### config.mk
export PLATFORM = sky130hd
export DESIGN_NAME = mux_lectura_puertos_flat
export DESIGN_NICKNAME = d
export VERILOG_FILES = /design/src/rtl/mux_lectura_puertos_pkg.sv /design/src/rtl/mux_lectura_puertos_if.sv /design/src/rtl/bandera_pegajosa.sv /design/src/rtl/mux_lectura_puertos.sv /design/src/flat_wrapper.sv
export SDC_FILE = /design/constraint.sdc
export NUM_CORES = 1
export LEC_CHECK = 0
export BUFFER_PORTS_ARGS = -buffer_cell sky130_fd_sc_hd__buf_2
export CAP_MARGIN = 15
export CORE_MARGIN = 3
export CORE_UTILIZATION = 40
export DETAILED_ROUTE_END_ITERATION = 7
export GPL_TIMING_DRIVEN = 1
export SLEW_MARGIN = 25
export SYNTH_ARGS = -nofsm -noshare
export SYNTH_HDL_FRONTEND = slang
export SYNTH_SLANG_ARGS = --single-unit
### constraint.sdc
create_clock -name reloj -period 1.86 [get_ports reloj]
set_clock_uncertainty 0.15 [all_clocks]
set_input_delay 0.558 -clock reloj [delete_from_list [all_inputs] [get_ports reloj]]
set_output_delay 0.558 -clock reloj [all_outputs]
set_load 0.01 [all_outputs]
### src/rtl/mux_lectura_puertos_pkg.sv
// rtl/mux_lectura_puertos_pkg.sv - shared port map, button codes and interrupt state encoding
package mux_lectura_puertos_pkg;

  // Port map shared by the read mux and the writer-side output decoder
  localparam logic [7:0] PUERTO_SWITCH   = 8'h01;
  localparam logic [7:0] PUERTO_SALIDA_A = 8'h10;
  localparam logic [7:0] PUERTO_SALIDA_B = 8'h11;
  localparam logic [7:0] PUERTO_SALIDA_C = 8'h20;
  localparam logic [7:0] PUERTO_SALIDA_D = 8'h21;
  localparam logic [7:0] PUERTO_BOTONES  = 8'h22;
  localparam logic [7:0] PUERTO_ESTADO   = 8'h30;
  localparam logic [7:0] PUERTO_RTC      = 8'h31;

  localparam logic [7:0] COD_NINGUNO = 8'h00;
  localparam logic [7:0] COD_BOTON3  = 8'h01;
  localparam logic [7:0] COD_BOTON2  = 8'h02;
  localparam logic [7:0] COD_BOTON1  = 8'h03;
  localparam logic [7:0] COD_BOTON0  = 8'h04;

  // Sticky flag vector layout: buttons in [3:0], then alarm and stopwatch
  localparam int N_BOTONES  = 4;
  localparam int IDX_ALARMA = 4;
  localparam int IDX_CRONO  = 5;
  localparam int N_BANDERAS = 6;
  localparam logic [N_BANDERAS-1:0] MASCARA_IRQ = 6'b11_0000;

  typedef enum logic {
    INACTIVO  = 1'b0,
    PENDIENTE = 1'b1
  } estado_irq_t;

  function automatic logic [7:0] codigo_boton(input logic [N_BOTONES-1:0] banderas);
    logic [7:0] codigo;
    if (banderas[3])      codigo = COD_BOTON3;
    else if (banderas[2]) codigo = COD_BOTON2;
    else if (banderas[1]) codigo = COD_BOTON1;
    else if (banderas[0]) codigo = COD_BOTON0;
    else                  codigo = COD_NINGUNO;
    return codigo;
  endfunction

  function automatic logic [N_BOTONES-1:0] boton_de_codigo(input logic [7:0] codigo);
    logic [N_BOTONES-1:0] mascara;
    case (codigo)
      COD_BOTON3: mascara = 4'b1000;
      COD_BOTON2: mascara = 4'b0100;
      COD_BOTON1: mascara = 4'b0010;
      COD_BOTON0: mascara = 4'b0001;
      default:    mascara = 4'b0000;
    endcase
    return mascara;
  endfunction

endpackage

### src/rtl/mux_lectura_puertos_if.sv
// rtl/mux_lectura_puertos_if.sv - PicoBlaze input-port and interrupt bus
interface mux_lectura_puertos_if #(
  parameter int ANCHO_DATO = 8
);
  logic [ANCHO_DATO-1:0] port_id;
  logic                  read_strobe;
  logic                  interrupt_ack;
  logic [ANCHO_DATO-1:0] in_port;
  logic                  interrupt;

  modport master (
    output port_id,
    output read_strobe,
    output interrupt_ack,
    input  in_port,
    input  interrupt
  );

  modport slave (
    input  port_id,
    input  read_strobe,
    input  interrupt_ack,
    output in_port,
    output interrupt
  );
endinterface

### src/rtl/bandera_pegajosa.sv
// rtl/bandera_pegajosa.sv - rising-edge sticky flag with clear-on-read, set wins
module bandera_pegajosa (
  input  logic reloj,
  input  logic resetM,
  input  logic senal,
  input  logic limpiar,
  output logic bandera,
  output logic flanco
);

  logic previo;

  assign flanco = senal & ~previo;

  always_ff @(posedge reloj or negedge resetM) begin
    if (!resetM) begin
      previo  <= 1'b0;
      bandera <= 1'b0;
    end else begin
      previo <= senal;
      if (flanco) begin
        bandera <= 1'b1;
      end else if (limpiar) begin
        bandera <= 1'b0;
      end
    end
  end

endmodule

### src/rtl/mux_lectura_puertos.sv
// rtl/mux_lectura_puertos.sv - PicoBlaze input-port mux with sticky event flags and interrupt
module mux_lectura_puertos #(
  parameter int ANCHO_DATO = 8
) (
  input  logic                  reloj,
  input  logic                  resetM,
  mux_lectura_puertos_if.slave  bus,
  input  logic [3:0]            botones_in,
  input  logic [1:0]            switch_in,
  input  logic                  alarma,
  input  logic                  fin_crono,
  input  logic [ANCHO_DATO-1:0] dato_rtc,
  input  logic                  rtc_listo
);
  import mux_lectura_puertos_pkg::*;

  logic [1:0]            sw_m;
  logic [1:0]            sw_s;
  logic [7:0]            dir;
  logic                  lee_bot;
  logic                  lee_est;
  logic                  lee_rtc;
  logic [N_BANDERAS-1:0] eventos;
  logic [N_BANDERAS-1:0] limpiar;
  logic [N_BANDERAS-1:0] banderas;
  logic [N_BANDERAS-1:0] flancos;
  logic [ANCHO_DATO-1:0] rtc_buf;
  logic                  rtc_valid;
  logic                  ovr;
  logic [ANCHO_DATO-1:0] lectura;
  logic                  irq_evento;
  estado_irq_t           estado;
  estado_irq_t           estado_sig;

  assign dir     = 8'(bus.port_id);
  assign lee_bot = bus.read_strobe && (dir == PUERTO_BOTONES);
  assign lee_est = bus.read_strobe && (dir == PUERTO_ESTADO);
  assign lee_rtc = bus.read_strobe && (dir == PUERTO_RTC);

  always_ff @(posedge reloj or negedge resetM) begin
    if (!resetM) begin
      sw_m <= 2'b00;
      sw_s <= 2'b00;
    end else begin
      sw_m <= switch_in;
      sw_s <= sw_m;
    end
  end

  // The button read clears only the flag whose code the firmware actually saw
  assign eventos = {fin_crono, alarma, botones_in};
  assign limpiar = {lee_est, lee_est,
                    lee_bot ? boton_de_codigo(8'(bus.in_port)) : 4'b0000};

  for (genvar i = 0; i < N_BANDERAS; i++) begin : g_bandera
    bandera_pegajosa u_bandera (
      .reloj   (reloj),
      .resetM  (resetM),
      .senal   (eventos[i]),
      .limpiar (limpiar[i]),
      .bandera (banderas[i]),
      .flanco  (flancos[i])
    );
  end

  // A new byte arriving with the clearing read of 0x31 is not an overrun
  always_ff @(posedge reloj or negedge resetM) begin
    if (!resetM) begin
      rtc_buf   <= '0;
      rtc_valid <= 1'b0;
      ovr       <= 1'b0;
    end else begin
      if (rtc_listo) begin
        rtc_buf <= dato_rtc;
      end
      if (rtc_listo) begin
        rtc_valid <= 1'b1;
      end else if (lee_rtc) begin
        rtc_valid <= 1'b0;
      end
      if (rtc_listo && rtc_valid && !lee_rtc) begin
        ovr <= 1'b1;
      end else if (lee_est) begin
        ovr <= 1'b0;
      end
    end
  end

  always_comb begin
    lectura = '0;
    case (dir)
      PUERTO_SWITCH:  lectura = ANCHO_DATO'({6'b0, sw_s});
      PUERTO_BOTONES: lectura = ANCHO_DATO'(codigo_boton(banderas[N_BOTONES-1:0]));
      PUERTO_ESTADO:  lectura = ANCHO_DATO'({4'b0, rtc_valid, ovr,
                                             banderas[IDX_ALARMA], banderas[IDX_CRONO]});
      PUERTO_RTC:     lectura = rtc_buf;
      default:        lectura = '0;
    endcase
  end

  always_ff @(posedge reloj or negedge resetM) begin
    if (!resetM) begin
      bus.in_port <= '0;
    end else begin
      bus.in_port <= lectura;
    end
  end

  // Buttons are masked out: firmware polls them instead
  assign irq_evento = (|(flancos & MASCARA_IRQ)) | rtc_listo;

  always_ff @(posedge reloj or negedge resetM) begin
    if (!resetM) begin
      estado <= INACTIVO;
    end else begin
      estado <= estado_sig;
    end
  end

  always_comb begin
    estado_sig = estado;
    case (estado)
      INACTIVO: begin
        if (irq_evento) begin
          estado_sig = PENDIENTE;
        end
      end
      PENDIENTE: begin
        if (bus.interrupt_ack && !irq_evento) begin
          estado_sig = INACTIVO;
        end
      end
      default: estado_sig = INACTIVO;
    endcase
  end

  assign bus.interrupt = (estado == PENDIENTE);

endmodule

### src/flat_wrapper.sv
// flat-port wrapper written by rule: the top's interface ports become plain ports
module mux_lectura_puertos_flat import mux_lectura_puertos_pkg::*;
#(
  parameter int ANCHO_DATO = 8
)
  (reloj, resetM, botones_in, switch_in, alarma, fin_crono, dato_rtc, rtc_listo, bus_port_id, bus_read_strobe, bus_interrupt_ack, bus_in_port, bus_interrupt);
  mux_lectura_puertos_if #(.ANCHO_DATO(ANCHO_DATO)) bus_i ();
  input  logic reloj;
  input  logic resetM;
  input  logic [3:0] botones_in;
  input  logic [1:0] switch_in;
  input  logic alarma;
  input  logic fin_crono;
  input  logic [ANCHO_DATO-1:0] dato_rtc;
  input  logic rtc_listo;
  input wire logic [$bits(bus_i.port_id)-1:0] bus_port_id;
  input wire logic [$bits(bus_i.read_strobe)-1:0] bus_read_strobe;
  input wire logic [$bits(bus_i.interrupt_ack)-1:0] bus_interrupt_ack;
  output wire logic [$bits(bus_i.in_port)-1:0] bus_in_port;
  output wire logic [$bits(bus_i.interrupt)-1:0] bus_interrupt;
  assign bus_i.port_id = bus_port_id;
  assign bus_i.read_strobe = bus_read_strobe;
  assign bus_i.interrupt_ack = bus_interrupt_ack;
  assign bus_in_port = bus_i.in_port;
  assign bus_interrupt = bus_i.interrupt;
  mux_lectura_puertos #(.ANCHO_DATO(ANCHO_DATO)) u_core (.reloj(reloj), .resetM(resetM), .bus(bus_i), .botones_in(botones_in), .switch_in(switch_in), .alarma(alarma), .fin_crono(fin_crono), .dato_rtc(dato_rtc), .rtc_listo(rtc_listo));
endmodule
== Word level (Yosys, flattened, before mapping) ==
Cells that the tools add are included.

* Add/subtract/negate cells: 0
* $mul: 0
* Div/mod/pow operators: 0
* Order comparisons: 0
* Equal/unequal tests: 8
* Shifts and indexed selects: 0
* Mux-type cells: 24
* Bitwise logic cells: 14
* Reductions and logical operators: 17

{| class="wikitable"
|+ Operators by type and width
! kind !! count
|-
| $pmux 8 s4 || 1
|-
| $eq 8x6->1 const B || 3
|-
| $mux 8 || 3
|-
| $eq 8x1->1 const B || 2
|-
| $eq 8x2->1 const B || 2
|-
| $mux 1 || 16
|-
| $pmux 4 s4 || 1
|-
| $reduce_bool 2->1 || 8
|-
| $eq 8x3->1 const B || 1
|-
| $not 1->1 || 7
|-
| $and 1x1->1 || 6
|-
| $logic_and 1x1->1 || 6
|-
| $mux 4 || 1
|-
| $mux 3 || 1
|-
| $logic_not 1->1 || 2
|-
| $pmux 1 s2 || 1
|-
| $reduce_or 2->1 || 1
|-
| $or 1x1->1 || 1
|}

* Bits in registers: 35
* Bits in latches: 0
* Memory bits (writable): 0
* ROM bits: 0
* Input bits: 29
* Output and inout port bits: 9
* Word-level logic and storage cells: 82
* Memories kept: 0

== Longest topological paths before layout ==
Gate-level depths: netlist of the first run.

* Depth in word-level cells: 8
* Depth in mapped cells: 5
* Mapped depth without buffers: 4

== Modules after synthesis ==
Synthesis of the first run repeated with hierarchy kept, for this count alone.

* Cells, all modules: 111
* Area total of the unflattened synthesis: 1,497.7 um^2

{| class="wikitable"
|+ Modules (own cells, without submodules)
! module !! instances !! cells an instance !! area an instance (um^2) !! seq. area each (um^2)
|-
| mux_lectura_puertos || 1 || 81 || 1,047.3 || 575.6
|-
| bandera_pegajosa || 6 || 5 || 75.1 || 50.0
|}

== Least setup slack after synthesis of the first run ==
Ideal clock, no wire load.

* Path kind: input to register
* From: input port bus_port_id[0]
* To: register u_core.bus.in_port[1]
* Setup time: 0.095 ns
* Arrival time: 1.570 ns
* Data required time: 1.615 ns
* Slack: 0.044 ns
* Cell stages on the path: 5
* Buffers on the path: 1
* Cells stage by stage: buf_6 -> inv_4 -> or4b_1 -> a311o_1 -> o31ai_1

* Word-level cells in the longest chain between the ends: 2
* Elaborated cells between the ends (all ways): 5
* Classes of those cells: 4 x eq/ne; 1 x mux

{| class="wikitable"
|+ RTL lines
! item !! line !! source
|-
| start: declaration || flat_wrapper.sv:16 || <nowiki>input wire logic [$bits(bus_i.port_id)-1:0] bus_port_id;</nowiki>
|-
| $eq 8x6->1 or $eq 8x1->1 (tied branches) || mux_lectura_puertos.sv:91 || <nowiki>case (dir)</nowiki>
|-
| $pmux 8 s4 (*) || mux_lectura_puertos.sv:91 ||
|-
| via u_core.lectura[1] || mux_lectura_puertos.sv:30 || <nowiki>logic [ANCHO_DATO-1:0] lectura;</nowiki>
|-
| end signal: assignment || mux_lectura_puertos.sv:105 || <nowiki>bus.in_port <= lectura;</nowiki>
|-
| end: declaration || mux_lectura_puertos_if.sv:23 || <nowiki>output in_port,</nowiki>
|}

The timed path passes the listed nets; every way through them passes the cells marked *.
A chain may end at the register's enable or synchronous reset.

== Worst setup path in the final report of the first run ==
* From: register u_core.bus.in_port[3]
* To: register u_core.g_bandera[2].u_bandera.bandera

* Word-level cells in the longest chain between the ends: 4
* Elaborated cells between the ends (all ways): 7
* Classes of those cells: 4 x eq/ne; 2 x mux; 1 x reduce/logical

{| class="wikitable"
|+ RTL lines
! item !! line !! source
|-
| $eq 8x3->1 (tied with other cells) || mux_lectura_puertos_pkg.sv:44 || <nowiki>case (codigo)</nowiki>
|-
| $pmux 4 s4 (*) || mux_lectura_puertos_pkg.sv:44 ||
|-
| $mux 4 (*) || mux_lectura_puertos.sv:53 || <nowiki>lee_bot ? boton_de_codigo(8'(bus.in_port)) : 4'b0000};</nowiki>
|-
| $reduce_bool 2->1 (no line) (*) || - ||
|-
| end signal: assignment || bandera_pegajosa.sv:18 || <nowiki>bandera <= 1'b0;</nowiki>
|-
| end signal: assignment || bandera_pegajosa.sv:22 || <nowiki>bandera <= 1'b1;</nowiki>
|-
| end signal: assignment || bandera_pegajosa.sv:24 || <nowiki>bandera <= 1'b0;</nowiki>
|-
| end: declaration || bandera_pegajosa.sv:7 || <nowiki>output logic bandera,</nowiki>
|}

Mark *: on every way between the ends. The rest lies on a longest branch, timed or not.

==> results of run 1 <==
-- cells by family after synthesis --
| family | share of synthesized area [%] |
|---|---|
| compound gates | 9.64 |
| buf+inv | 3.15 |
| flops | 63.1 |
| mux | 8.65 |
| simple gates | 15.5 |
-- layer usage --
metal  global-route usage (%)  up-vias  routed length (µm)
li1                         -      493                   -
met5                        0        -                   0
met4                     4.75        0                   0
met3                     7.80        0                 147
met1                     18.4      501                1180
met2                     24.9       21                1500
-- per-stage QoR --
step                std cells  setup WS, ns  hold slack [ns]  instance area (µm²)
global placement          195       -0.0487            0.184                 1690
CTS                       203         0.185           0.0928                 1740
floorplan                 106        0.0442            0.112                 1390
detailed placement        195       -0.0772            0.188                 1690
finish                    203         0.203           0.0940                 1740
global route              203        0.0212            0.103                 1740
-- worst max-delay path, stage by stage, from the launching register on --
cell and delay, ns:
dfrtp_1 0.39, nor4b_1 0.38, buf_4 0.18, nand4_1 0.12, o31ai_1 0.23, o21ai_1 0.10
-- sequential cells by signal, indices dropped and copies added (netlist names) --
name and cells:
u_core.bus.interrupt 1, u_core.sw_m 2, u_core.g_bandera.u_bandera.bandera 6, u_core.rtc_buf 8
u_core.bus.in_port 8, u_core.ovr 1, u_core.g_bandera.u_bandera.previo 6, u_core.sw_s 2
u_core.rtc_valid 1
-- area by class of cell --
| type | instances | area (µm²) |
|---|---|---|
| Clock buffer | 7 | 45.0 |
| Clock inverter | 1 | 5.00 |
| Inverter | 7 | 28.8 |
| Multi-Input combinational cell | 62 | 469 |
| Sequential cell | 35 | 876 |
| Timing Repair Buffer | 47 | 260 |
| Tap cell | 44 | 55.1 |
| Fill cell | 318 | 1440 |
-- worst paths after layout --
kind | cells past startpoint | slack, ns | from | endpoint
min in group reloj | 1 | 0.18 | switch_in[1] | u_core.sw_m[1]
setup reg to reg | 5 | 0.20 | u_core.bus.in_port[3] | u_core.g_bandera[2].u_bandera.bandera
hold reg to reg | 0 | 0.21 | u_core.sw_m[0] | u_core.sw_s[0]
max in group asynchronous | 2 | 1.15 | resetM | u_core.rtc_buf[7]
setup / recovery | 5 | 0.20 | u_core.bus.in_port[3] | u_core.g_bandera[2].u_bandera.bandera
hold / removal | 2 | 0.09 | resetM | u_core.bus.in_port[1]
-- power breakdown --
part	switching [mW]	internal [mW]	total, mW
Sequential	0.0126	0.791	0.804
Clock	0.233	0.147	0.380
Combinational	0.0597	0.0586	0.118
Total	0.305	0.997	1.30
-- cells in the mapped netlist (2+ instances only) --
master / instances / area, µm²
a21o_1: 4 / 30.0
and2_1: 4 / 25.0
dfrtp_1: 35 / 876
inv_1: 6 / 22.5
mux2_1: 8 / 90.1
mux2i_1: 3 / 30.0
nand2_1: 5 / 18.8
nand3_1: 2 / 10.0
nand4_1: 5 / 31.3
nor2_1: 2 / 7.51
nor2b_1: 3 / 18.8
nor4b_1: 3 / 26.3
o21ai_1: 7 / 35.0
o31ai_1: 2 / 15.0
o32ai_1: 2 / 17.5
-- layout by cell type, fill, tap and decap left out, drive strengths merged, types with 3 or more instances in the layout --
cell	instances
and2	4
a21o	4
nor2b	3
buf	47
mux2i	3
o21ai	7
clkbuf	7
dfrtp	35
nand4	5
inv	7
nand2	5
mux2	8
nor4b	3
==> flow_summary_export.csv, run 1 <==
group,metric,value,unit
status,status,"finished clean",
route,num_vias,1015,
timing,max_freq,604,MHz
synth,yosysSeqAreaShare,63.1,%
power,power_density,749,nW/µm²
worst_setup_path,crit_type,"reg2reg",
global_route,grt_pass1_vias,1050,
timing,tightest_slew,0.430,ns
global_route,antenna_found_initial,0,
synth,synth-edff-count,0,
timing,min_period_over_period,89.1,%
timing,rsz0062_at_grt,"no",
global_route,grt_util_all_layers,15.6,%
global_route,grt_first_pass_wirelength,4820,µm
synth,synthArstFlopShare,100,%
route,drtIter0Drc,53,
route,drt-wirelength-per-cell,13.9,µm
synth,yosysUniqueCellTypes,30,
clocking,cts_max_level,2,
worst_setup_path,cp.arrival,1.72,ns
cells_and_area,area_growth_syn_to_layout,25.2,%
timing,finalCriticalPeriod,1.66,ns
die,row_count,20,
cells_and_area,fin_nets,187,
power,ir_drop,478,µV
clocking,clk_latency,0.32,ns
die,fp.dieH,64.9,µm
worst_setup_path,critPathLaunchType,"flip-flop",
clocking,cts_resized,0,
clocking,clkTransAtPathRegs,0.10,ns
route,ant_nets,0,
die,num_io_pins,38,
clocking,cts_hold_buf,0,
synth,synthCells,106,
power,p_total,1.30,mW
clocking,cts_max_path_buffers,2,
place,dp_hpwl,2190,µm
cells_and_area,diodes,0,
cells_and_area,drive_above_1_share,35.8,%
synth,synth_fp_nets,135,
die,die_w,64.9,µm
clocking,cts_setup_buffers,0,
global_route,grt_max_degree,36,
die,dieArea,4220,µm²
synth,yosys_most_used_dff,"dfrtp_1",
synth,ys.warnings.count,0,
synth,synth_area,1390,µm²
synth,ys_ff_latch,35,
clocking,clock-sinks,35,
route,post-route-drc-count,0,
place,gp_routability_congestion,0.833,
timing,slew_headroom,71.3,%
timing,hold_viol_final,0,
worst_setup_path,critPathCaptureType,"flip-flop",
place,port_buffers,37,
run,maxCapViolCount,0,
worst_setup_path,cp.required,1.92,ns
worst_setup_path,crit_fanout,2,
timing,slew_viol_final,0,
timing,fin_setup_tns,0,ns
die,coreArea,3180,µm²
clocking,cts-buffers-inserted,5,
die,initial_core_util,43.7,%
power,p_leak,0.807,nW
route,wl,2830,µm
global_route,gr-total-overflow,0,
route,drtPass1Iterations,4,
route,routed_via_density,5.00,
cells_and_area,finish.utilization,54.7,%
clocking,cts_tree,"yes",
hold_path,hold_class,"in2async",
clocking,clockRootBuffer,"clkbuf_4",
synth,avgSynthCellArea,13.1,µm²
timing,setup_viol,0,
Note: power is estimated with default switching activity, not from simulation.
==> run 2, diff against run 1 <==
--- a/config.mk
+++ b/config.mk
@@ -11,6 +11,7 @@
 export CORE_UTILIZATION = 40
 export DETAILED_ROUTE_END_ITERATION = 7
 export GPL_TIMING_DRIVEN = 1
+export SETUP_SLACK_MARGIN = 0.4
 export SLEW_MARGIN = 25
 export SYNTH_ARGS = -nofsm -noshare
 export SYNTH_HDL_FRONTEND = slang
==> run 2 against run 1 <==
Against the previous run:
- power increased by 8.2%
- non-clock buffer count is 7 higher
- maximum frequency rose by 4.1%
- clock power increased by 23%
- die area is the same
- combinational power rose by 15%
- critical path depth decreased by 4
- sequential cell count unchanged
- register-to-register slack better by 0.13 ns
- global-route usage rose by 0.78 points
- critical path type is now reg2out
- largest power group unchanged
==> flow_summary_export.csv, run 2 (synthesis gave the netlist of run 1 again) <==
group,metric,value,unit
status,status,"finished clean",
clocking,clockRootBuffer,"clkbuf_4",
clocking,clk_latency,0.35,ns
cells_and_area,layout_commonest_cell,"dfrtp_1",
worst_setup_path,critical-path-top-delay-family,"flip-flops",
global_route,grt_first_pass_wirelength,5130,µm
route,ant_nets,0,
cells_and_area,finish.utilization,60.1,%
route,drtPass1Iterations,4,
worst_setup_path,cp_cell_sequence,"buf_6",
power,p_leak,0.888,nW
die,row_count,20,
worst_setup_path,crit_fanout,2,
worst_setup_path,cp_slowest_cell,"dfrtp_1",
clocking,cts_tree,"yes",
die,coreArea,3180,µm²
timing,slew_viol_final,0,
die,dieArea,4220,µm²
timing,tightest_slew,0.370,ns
worst_setup_path,critPathBufInv,1,
worst_setup_path,cp.required,1.15,ns
timing,holdWs,0.173,ns
die,fp.dieH,64.9,µm
timing,finalCriticalPeriod,1.59,ns
die,initial_core_util,43.7,%
power,ir_drop,460,µV
global_route,grt_pass1_vias,1142,
cells_and_area,reg_top3,"u_core.bus.in_port: 8 flops, u_core.rtc_buf: 8 flops",
worst_setup_path,critPathLaunchType,"flip-flop",
hold_path,hold_class,"in2reg",
run,maxCapViolCount,0,
route,num_vias,1058,
cells_and_area,diodes,0,
cells_and_area,drive_above_1_share,40.4,%
power,power_density,738,nW/µm²
place,place_area,1710,µm²
cells_and_area,design_area,1910,µm²
clocking,clock-sinks,35,
place,port_buffers,37,
clocking,cts-buffers-inserted,5,
timing,max_freq,629,MHz
worst_setup_path,cp.arrival,0.88,ns
clocking,cts_max_level,2,
worst_setup_path,slowest_delay,0.41,ns
power,p_total,1.41,mW
cells_and_area,area_growth_syn_to_layout,37.5,%
timing,slew_headroom,75.3,%
global_route,grt_util_all_layers,16.4,%
clocking,cts_max_path_buffers,2,
route,drtIter0Drc,33,
place,dp_hpwl,2250,µm
worst_setup_path,critPathCaptureType,"primary output",
cells_and_area,final_cell_mix,"dfrtp_1 (35), buf_2 (31), buf_4 (14), mux2_1 (8), o21ai_1 (7)",
timing,rsz0062_at_grt,"yes",
route,routed_via_density,5.04,
die,die_w,64.9,µm
timing,min_period_over_period,85.5,%
clocking,clkTransAtPathRegs,0.10,ns
route,wl,2930,µm
route,drt-wirelength-per-cell,14.0,µm
route,post-route-drc-count,0,
place,gp_routability_congestion,0.772,
cells_and_area,fin_nets,194,
timing,setup_viol,0,
worst_setup_path,crit_type,"reg2out",
timing,hold_viol_final,0,
die,num_io_pins,38,
global_route,grt_max_degree,21,
global_route,antenna_found_initial,0,
global_route,gr-total-overflow,0,
run 2: layout make-up:
cell class                 count  area, µm²
clock buffer                   8       68.8
fill                         285       1270
inverter                       7       28.8
multi-input combinational     62        500
sequential                    35        876
tap                           44       55.1
timing repair buffer          54        380
run 2: timing repair:
action / CTS / global route
hold buffers: 1 / 0
setup buffers: 5 / 2
setup endpoints to repair: 22 / 23
hold endpoints to repair: 15 / 0
gates resized for setup: 8 / 11
pin swaps: 3 / 4
run 2: path summary, 6_finish.rpt:
check | endpoint | start | slack (ns) | cells past startpoint
worst max-delay path | bus_in_port[0] | u_core.bus.in_port[0] | 0.27 | 1
worst min-delay path | u_core.sw_m[1] | switch_in[1] | 0.17 | 1
worst max register to register | u_core.g_bandera[2].u_bandera.bandera | u_core.bus.in_port[3] | 0.33 | 5
worst min register to register | u_core.sw_s[1] | u_core.sw_m[1] | 0.20 | 0
max in group asynchronous | u_core.bus.in_port[1] | resetM | 0.64 | 3
min in group asynchronous | u_core.rtc_buf[2] | resetM | 0.50 | 2
run 2: routing by layer:
| layer | vias to the layer above | part of all wire (%) | track usage, % |
|---|---|---|---|
| met3 | 8 | 4.5 | 4.85 |
| met5 | - | 0 | 0 |
| met1 | 523 | 43 | 19.4 |
| li1 | 506 | - | - |
| met2 | 21 | 50 | 26.7 |
| met4 | 0 | 2.3 | 8.71 |
run 2: power by group:
group / internal [mW] / leakage (nW) / switching (mW)
clock network: 0.222 / 0.0386 / 0.246
logic: 0.0725 / 0.447 / 0.0636
registers: 0.791 / 0.402 / 0.0131
total: 1.09 / 0.888 / 0.323
run 2: through the flow:
step | worst slack (ns) | cells | setup TNS, ns
finish | 0.269 | 210 | 0
global route | 0.222 | 210 | 0
CTS | 0.266 | 208 | 0
detailed placement | -0.0717 | 194 | -0.357
global placement | -0.0447 | 194 | -0.213
floorplan | 0.0650 | 106 | 0
==> run 3, diff against run 2 <==
--- a/config.mk
+++ b/config.mk
@@ -6,13 +6,14 @@
 export NUM_CORES = 1
 export LEC_CHECK = 0
 export BUFFER_PORTS_ARGS = -buffer_cell sky130_fd_sc_hd__buf_2
-export CAP_MARGIN = 15
+export CAP_MARGIN = 5
 export CORE_MARGIN = 3
 export CORE_UTILIZATION = 40
 export DETAILED_ROUTE_END_ITERATION = 7
 export GPL_TIMING_DRIVEN = 1
-export SETUP_SLACK_MARGIN = 0.4
+export SETUP_SLACK_MARGIN = 0.1
 export SLEW_MARGIN = 25
 export SYNTH_ARGS = -nofsm -noshare
 export SYNTH_HDL_FRONTEND = slang
 export SYNTH_SLANG_ARGS = --single-unit
+export TNS_END_PERCENT = 5
==> run 3 against run 2 <==
Against the previous run:
- via count down 4.6%
- maximum frequency is 1.0% lower
- design area decreased by 8.4%
- cell count fell by 4.8%
- hold slack worse by 0.15 ns
- first-iteration DRC count down 12%
- largest power group unchanged
- clock-buffer cell count is 2 lower
- critical path type unchanged
- routed wire length is 4.2% lower
- global-route usage shrank 1.2 points
- critical path depth is the same
- clock power shrank 12%
- utilization shrank 5.0 points
==> flow_summary_export.csv, run 3 (synthesis gave the netlist of run 1 again) <==
group,metric,value,unit
status,status,"finished clean",
worst_setup_path,cp_cell_sequence,"buf_2",
clocking,cts-buffers-inserted,5,
die,fp.dieH,64.9,µm
clocking,cts_resized,0,
cells_and_area,reg_top3,"u_core.bus.in_port: 8 flops, u_core.rtc_buf: 8 flops",
hold_path,hold_class,"in2async",
place,port_buffers,37,
worst_setup_path,critical-path-top-delay-family,"flip-flops",
worst_setup_path,critPathCaptureType,"primary output",
die,row_count,20,
cells_and_area,layout_commonest_cell,"buf_2",
route,wl,2810,µm
power,p_total,1.33,mW
clocking,clock-sinks,35,
worst_setup_path,regToRegStartpoint,"u_core.bus.in_port[3]",
timing,fin_setup_tns,0,ns
global_route,grt_first_pass_wirelength,4800,µm
route,post-route-drc-count,0,
route,num_vias,1009,
timing,min_period_over_period,86.4,%
route,drtPass1Iterations,4,
worst_setup_path,critPathLaunchType,"flip-flop",
clocking,clockRootBuffer,"clkbuf_4",
timing,finalCriticalPeriod,1.61,ns
cells_and_area,drive_above_1_share,35.9,%
global_route,busiest_layer,"met2",
cells_and_area,area_growth_syn_to_layout,25.9,%
place,dp_hpwl,2160,µm
timing,tightest_slew,0.313,ns
die,initial_core_util,43.7,%
timing,hold_viol_final,0,
clocking,clk_latency,0.33,ns
global_route,grt_util_all_layers,15.2,%
worst_setup_path,slowest_delay,0.42,ns
global_route,grt_pass1_vias,1004,
clocking,cts_tree,"yes",
global_route,grt_max_degree,36,
timing,slew_headroom,78.8,%
timing,slew_viol_final,0,
die,die_w,64.9,µm
power,ir_drop,413,µV
route,routed_via_density,5.05,
worst_setup_path,cp.required,1.15,ns
clocking,cts_hold_buf,0,
cells_and_area,final_cell_mix,"buf_2 (37), dfrtp_1 (35), mux2_1 (8), o21ai_1 (7), buf_4 (7)",
clocking,cts_setup_buffers,0,
die,dieArea,4220,µm²
cells_and_area,diodes,0,
worst_setup_path,critPathBufInv,1,
worst_setup_path,crit_fanout,4,
route,drt-wirelength-per-cell,14.1,µm
die,num_io_pins,38,
cells_and_area,fin_nets,185,
die,coreArea,3180,µm²
place,gp_routability_congestion,0.824,
power,power_density,762,nW/µm²
timing,max_freq,622,MHz
global_route,grtUsageMet2,24.8,%
worst_setup_path,cp.arrival,0.90,ns
worst_setup_path,crit_start,"u_core.bus.in_port[2]",
worst_setup_path,crit_type,"reg2out",
route,ant_nets,0,
clocking,cts_max_level,2,
clocking,clkTransAtPathRegs,0.10,ns
route,drtIter0Drc,29,
global_route,antenna_found_initial,0,
global_route,gr-total-overflow,0,
worst_setup_path,cp_slowest_cell,"dfrtp_1",
timing,rsz0062_at_grt,"no",
global_route,met3_usage,4.68,%
global_route,grt_use_met1,18.5,%
timing,setup_viol,0,
clocking,cts_max_path_buffers,2,
power,p_leak,0.813,nW
run,maxCapViolCount,0,
run 3: changes by cell type in the layout (fill, tap and decap cells not counted), sizes merged:
cell         previous run  this run
clkbuf                  8         6
buf                    53        45
clkinv                  0         1
dlygate4sd3             1         0
run 3: layout make-up:
cell class / count / area (µm²)
Inverter: 7 / 28.8
Sequential cell: 35 / 876
Fill cell: 267 / 1430
Clock inverter: 1 / 5.00
Tap cell: 44 / 55.1
Multi-Input combinational cell: 62 / 475
Timing Repair Buffer: 45 / 258
Clock buffer: 6 / 51.3
run 3: report_power, final:
part / internal (mW) / switching [mW] / total (mW) / leakage (nW)
clock: 0.175 / 0.236 / 0.411 / 0.0341
sequential: 0.791 / 0.0125 / 0.803 / 0.402
combinational: 0.0588 / 0.0592 / 0.118 / 0.378
total: 1.02 / 0.308 / 1.33 / 0.813
run 3: metrics by stage:
step	instances	utilization, %	instance area [µm²]	worst slack [ns]	hold slack [ns]
after CTS	200	55.0	1750	0.235	0.0196
after detailed placement	193	53.3	1690	-0.0602	0.186
after global placement	193	53.3	1690	-0.0459	0.185
after floorplan	106	-	1400	0.0625	0.112
after global routing	200	55.0	1750	0.186	0.0231
final	200	55.0	1750	0.253	0.0246
run 3: layer usage:
layer	vias to the layer above	share of wire, %
li1	487	-
met2	19	51
met4	0	1.4
met3	5	4.7
met1	498	43
met5	-	0
run 3: path summary, 6_finish.rpt:
| check | slack (ns) | end | depth (start not counted) |
|---|---|---|---|
| min in group reloj | 0.18 | u_core.sw_m[1] | 1 |
| setup reg to reg | 0.27 | u_core.g_bandera[2].u_bandera.bandera | 5 |
| max in group asynchronous | 1.36 | u_core.bus.in_port[0] | 2 |
| hold / removal | 0.02 | u_core.sw_m[0] | 2 |
| hold reg to reg | 0.21 | u_core.sw_s[0] | 0 |
| setup / recovery | 0.25 | bus_in_port[2] | 1 |
